==> config.mk <==
export PLATFORM = sky130hd
export DESIGN_NAME = ci_fir_mac
export DESIGN_NICKNAME = d
export VERILOG_FILES = /design/src/rtl/ci_fir_mac.sv
export SDC_FILE = /design/constraint.sdc
export NUM_CORES = 2
export LEC_CHECK = 0
export BUFFER_PORTS_ARGS = -buffer_cell sky130_fd_sc_hd__buf_2
export CORE_ASPECT_RATIO = 0.7
export CORE_MARGIN = 2
export CORE_UTILIZATION = 60
export CTS_CLUSTER_SIZE = 28
export DETAILED_ROUTE_END_ITERATION = 10
export PLACE_DENSITY = 0.77
export SYNTH_ARGS = -nofsm -noshare
export SYNTH_HDL_FRONTEND = slang
export SYNTH_SLANG_ARGS = --single-unit
==> constraint.sdc <==
create_clock -name clk -period 25.1 [get_ports clk]
set_input_delay 3.765 -clock clk [delete_from_list [all_inputs] [get_ports clk]]
set_output_delay 3.765 -clock clk [all_outputs]
set_load 0.01 [all_outputs]
==> src/rtl/ci_fir_mac.sv <==
// Nios II multicycle custom instruction: N-tap FIR with one shared MAC stepping a tap per cycle.
// Opcodes on n: PUSH sample, WCOEF write coefficient, CLEAR delay line, RCOEF read coefficient.
module ci_fir_mac #(
  parameter int unsigned DATA_W = 16,
  parameter int unsigned COEF_W = 16,
  parameter int unsigned TAPS   = 16,
  parameter int unsigned SHIFT  = 15
) (
  input  logic        clk,
  input  logic        reset,
  input  logic        clk_en,
  input  logic        start,
  input  logic [1:0]  n,
  input  logic [31:0] dataa,
  input  logic [31:0] datab,
  output logic [31:0] result,
  output logic        done
);

  localparam int unsigned PTR_W  = (TAPS > 1) ? $clog2(TAPS) : 1;
  localparam int unsigned PROD_W = DATA_W + COEF_W;
  localparam int unsigned ACC_W  = PROD_W + $clog2(TAPS);
  localparam int unsigned EXT_W  = (ACC_W > 32) ? ACC_W : 33;
  localparam logic [PTR_W-1:0] LAST = PTR_W'(TAPS - 1);

  localparam logic [1:0] OP_PUSH  = 2'd0;
  localparam logic [1:0] OP_WCOEF = 2'd1;
  localparam logic [1:0] OP_CLEAR = 2'd2;

  localparam logic [1:0] S_IDLE = 2'd0;
  localparam logic [1:0] S_MAC  = 2'd1;
  localparam logic [1:0] S_CLR  = 2'd2;
  localparam logic [1:0] S_RSP  = 2'd3;

  logic [1:0]               state_q, state_d;
  logic [PTR_W-1:0]         wr_ptr_q, wr_ptr_d;
  logic [PTR_W-1:0]         k_q, k_d;
  logic signed [ACC_W-1:0]  acc_q, acc_d;
  logic [31:0]              result_d;
  logic                     done_q, done_d;

  logic signed [DATA_W-1:0] x_mem    [TAPS];
  logic signed [COEF_W-1:0] coef_mem [TAPS];

  logic                     x_we;
  logic [PTR_W-1:0]         x_waddr;
  logic signed [DATA_W-1:0] x_wdata;
  logic                     c_we;

  logic [PTR_W-1:0]         idx;
  logic                     idx_ok;
  logic [PTR_W-1:0]         rd_idx;
  logic signed [PROD_W-1:0] prod;
  logic signed [ACC_W-1:0]  acc_sum;
  logic signed [EXT_W-1:0]  acc_sh;
  logic [EXT_W-32:0]        sat_hi;
  logic [31:0]              sat_c;
  logic                     unused_ok;

  assign unused_ok = &{1'b0, dataa};

  assign idx    = datab[PTR_W-1:0];
  assign idx_ok = datab < 32'(TAPS);

  // Newest sample sits at wr_ptr; tap k reads (wr_ptr - k) mod TAPS
  assign rd_idx  = (wr_ptr_q >= k_q) ? (wr_ptr_q - k_q) : (wr_ptr_q + PTR_W'(TAPS) - k_q);
  assign prod    = PROD_W'(x_mem[rd_idx]) * PROD_W'(coef_mem[k_q]);
  assign acc_sum = acc_q + ACC_W'(prod);
  assign acc_sh  = EXT_W'(acc_sum) >>> SHIFT;
  assign sat_hi  = acc_sh[EXT_W-1:31];
  assign sat_c   = ((&sat_hi) || !(|sat_hi)) ? acc_sh[31:0]
                 : (acc_sh[EXT_W-1] ? 32'h8000_0000 : 32'h7FFF_FFFF);

  assign done = done_q & clk_en;

  // Next-state and datapath control
  always_comb begin
    state_d  = state_q;
    wr_ptr_d = wr_ptr_q;
    k_d      = k_q;
    acc_d    = acc_q;
    result_d = result;
    x_we     = 1'b0;
    x_waddr  = wr_ptr_q;
    x_wdata  = dataa[DATA_W-1:0];
    c_we     = 1'b0;
    case (state_q)
      S_IDLE: begin
        if (start) begin
          case (n)
            OP_PUSH: begin
              x_we    = 1'b1;
              acc_d   = '0;
              k_d     = '0;
              state_d = S_MAC;
            end
            OP_WCOEF: begin
              c_we     = idx_ok;
              result_d = '0;
              state_d  = S_RSP;
            end
            OP_CLEAR: begin
              k_d     = '0;
              state_d = S_CLR;
            end
            default: begin
              result_d = idx_ok ? 32'(coef_mem[idx]) : 32'h0;
              state_d  = S_RSP;
            end
          endcase
        end
      end
      S_MAC: begin
        acc_d = acc_sum;
        k_d   = k_q + PTR_W'(1);
        if (k_q == LAST) begin
          result_d = sat_c;
          wr_ptr_d = (wr_ptr_q == LAST) ? '0 : wr_ptr_q + PTR_W'(1);
          state_d  = S_RSP;
        end
      end
      S_CLR: begin
        x_we    = 1'b1;
        x_waddr = k_q;
        x_wdata = '0;
        k_d     = k_q + PTR_W'(1);
        if (k_q == LAST) begin
          wr_ptr_d = '0;
          result_d = '0;
          state_d  = S_RSP;
        end
      end
      default: state_d = S_IDLE;
    endcase
    done_d = (state_d == S_RSP);
  end

  always_ff @(posedge clk or negedge reset) begin
    if (!reset) begin
      state_q  <= S_IDLE;
      wr_ptr_q <= '0;
      k_q      <= '0;
      acc_q    <= '0;
      result   <= '0;
      done_q   <= 1'b0;
    end else if (clk_en) begin
      state_q  <= state_d;
      wr_ptr_q <= wr_ptr_d;
      k_q      <= k_d;
      acc_q    <= acc_d;
      result   <= result_d;
      done_q   <= done_d;
    end
  end

  // Delay line and coefficient stores: at most one write each per cycle
  always_ff @(posedge clk or negedge reset) begin
    if (!reset) begin
      for (int i = 0; i < int'(TAPS); i++) begin
        x_mem[i]    <= '0;
        coef_mem[i] <= '0;
      end
    end else if (clk_en) begin
      if (x_we) x_mem[x_waddr] <= x_wdata;
      if (c_we) coef_mem[idx] <= dataa[COEF_W-1:0];
    end
  end

endmodule
==> run_results.csv <==
group,metric,value,unit
floorplan,dieArea,69200,µm²
floorplan,die_y,221,µm
clocking,cts_tree,"built",
power,ir_drop,0.130,mV
logic_synthesis,syn-num-nets,3710,
drt,drc,0,
logic_synthesis,synth.most_common_cell,"dfrtp_1",
job,max_cap_violations,0,
worst_setup_path,reg2reg_from,"k_q[0]",
cells_and_area,area_growth_syn_to_layout,7.79,%
sta,fmax,100,MHz
worst_setup_path,cp_slowest_cell,"dfrtp_4",
sta,timing.final.crit_share,39.7,%
drt,postRouteAntennaNets,0,
cells_and_area,drive_gt1_share,31.1,%
worst_setup_path,worstPathRequired,25590,ps
logic_synthesis,ys_top_cells_by_count,"580 x dfrtp_1, 509 x mux2_2, 399 x inv_1",
grt,antenna_found_initial,7,
logic_synthesis,synth_edf_count,0,
sta,final-hold-violation-count,0,
worst_setup_path,r2r-end,"acc_q[29]",
drt,drt_first_iter_violations,2253,
logic_synthesis,synth.distinct_cells,67,
logic_synthesis,yosys.area.top_type,"dfrtp_1",
worst_setup_path,endpoint_kind,"register",
power,powerDensity,78.2,nW/µm²
logic_synthesis,synth_area_leaders,"dfrtp_1 36%, fa_1 16%, mux2_2 14%",
logic_synthesis,ys_async_sr_fraction,100,%
clocking,clock_latency,650,ps
sta,relSlewSlack,8.88,%
floorplan,ioPinCount,103,
logic_synthesis,yosys_register_bits,580,
worst_setup_path,slowest_delay,870,ps
grt,track_usage,31.1,%
grt,first_global_vias,27900,
worst_setup_path,start_kind,"register",
sta,skew,48.1,ps
worst_setup_path,r2r_slack,15130,ps
clocking,clockBufferDepth,3,
clocking,postCtsSetupRepairBufs,0,
drt,wl_per_cell,24.7,µm
logic_synthesis,netlist.area_leader.share,36.1,%
logic_synthesis,synthCells,3209,
floorplan,die_x,314,µm
logic_synthesis,ys.flop_type,"dfrtp_1",
drt,drtPass1Iterations,8,
sta,worstMarginPinSlew,1370,ps
clocking,post_cts_resized,0,
clocking,cts_max_level,2,
worst_setup_path,cpMostUsedCell,"fa_1",
drt,drt_wl_total,103000,µm
placed_design,placedCellCount,4053,
clocking,clock_sinks,580,
sta,rsz0062_at_grt,"no",
cells_and_area,nets,3720,
grt,gr-total-overflow,0,
run_status,status,"finished clean",
clocking,cts-root-buf,"clkbuf_16",
min_path,holdPathEnd,"acc_q[7]",
logic_synthesis,yosys_warnings,0,
sta,tns,0,ps
worst_setup_path,worstSetupPathType,"reg -> reg",
floorplan,start_util,60.6,%
drt,vias,26100,
grt,grt_max_degree,152,
worst_setup_path,cp.arrival,10460,ps
min_path,whs_path_depth,2,
sta,hold_slack,486,ps
power,power,0.00339,W
clocking,clkTransAtPathRegs,70,ps
sta,setup-violations-final,0,
min_path,hp-class,"reg -> reg",
grt,grt_pass1_wl,164000,µm
placed_design,dp_hpwl,68700,µm
drt,routed_via_density,6.26,
logic_synthesis,synth_area_per_cell,12.5,µm²
floorplan,coreArea,66400,µm²
worst_setup_path,cp_max_fo,64,
logic_synthesis,netlist_area,40200,µm²
logic_synthesis,synth-seq-area-share,36.1,%
cells_and_area,final_util,65.3,%
sta,drv_slew,0,
sta,finalCriticalPeriod,9970,ps
min_path,min_from,"acc_q[7]",
cells_and_area,fin_cells,4160,
worst_setup_path,reg2reg_depth,29,
placed_design,io_buffers,86,
clocking,cts_hold_buf,0,
clocking,cts_buffers,55,
placed_design,gp_congestion,0.925,
floorplan,rows,79,
power,power.leakage,21.3,nW
cell type report:
type	instances	area [µm²]
Timing Repair Buffer	154	966
Clock inverter	20	233
Tap cell	891	1110
Inverter	401	1510
Multi-Input combinational cell	2027	23400
Fill cell	4731	23000
Clock buffer	83	1630
Antenna cell	4	10.0
Sequential cell	580	14500
flip-flops by register name, summed over array words and instances, names as in the netlist:
signal / cells
x_mem: 256
k_q: 4
coef_mem: 256
done_q: 1
acc_q: 36
result: 21
wr_ptr_q: 4
state_q: 2
how the worst max path moves through the flow:
stage	cells after the start	slack, ps	end	start
after global placement	29	15380	acc_q[29]	k_q[0]
after global routing	29	14620	acc_q[29]	k_q[0]
after detailed placement	29	15190	acc_q[29]	k_q[0]
after CTS	29	15180	acc_q[29]	k_q[0]
after floorplan	30	16830	result[13]	k_q[2]
final	29	15130	acc_q[29]	k_q[0]
power by group:
group	total [W]	switching (W)	internal, W
clock network	0.000864	0.000389	0.000475
logic	0.00144	0.000923	0.000522
registers	0.00108	0.0000645	0.00102
total	0.00339	0.00138	0.00202
per-stage QoR:
stage               worst slack, ps  area (µm²)
floorplan                     16830       40200
global placement              15380       41500
detailed placement            15190       41500
CTS                           15180       43400
global route                  14620       43400
finish                        15130       43400
placed cells by master (no fill, tap or decap), types with 13 or more instances in the layout:
master	instances
fa_1	315
mux2_2	509
a21o_1	21
dfrtp_1	578
clkbuf_1	13
buf_4	68
nor2_1	130
and2_1	16
nor2b_1	106
nand2_1	187
o21ai_0	47
nor2_2	18
clkbuf_16	55
mux4_2	217
a211oi_1	15
nand3_1	29
xor2_1	15
inv_1	399
buf_2	84
xnor2_1	22
o21ai_1	13
mux2i_1	26
nand2b_1	26
a21oi_1	46
ha_1	114
clkbuf_8	15
logic make-up (layout without fill, tap and decap cells):
kind of cell	after synthesis	after routing	synth area share, %
buf+inv	602	658	6.04
fa+ha+maj	431	431	19.3
mux	762	762	27.3
other cells	0	4	0
xor+xnor	39	39	0.849
compound gates	222	222	3.64
simple gates	573	573	6.79
flops	580	580	36.1
per-layer routing:
metal | up-vias | track usage [%] | routed length, µm | part of all wire [%]
met5 | - | 0 | 27 | 0.026
met4 | 4 | 9.38 | 2970 | 2.9
met3 | 232 | 7.31 | 9760 | 9.5
met2 | 1152 | 49.0 | 48000 | 47
met1 | 13700 | 43.5 | 42100 | 41
li1 | 10900 | - | - | -
worst max-delay path, delay by kind of cell, from the launching register on:
| family | cells | cell delay (ps) |
|---|---|---|
| adder cells (fa/ha/maj) | 9 | 4110 |
| flip-flops | 1 | 870 |
| multiplexers | 2 | 870 |
| XOR/XNOR | 1 | 260 |
| buffers and inverters | 7 | 1350 |
| AO/OA/AOI/OAI | 6 | 1650 |
| AND/OR/NAND/NOR | 4 | 610 |
No activity file was read; power rests on OpenSTA's default activity.
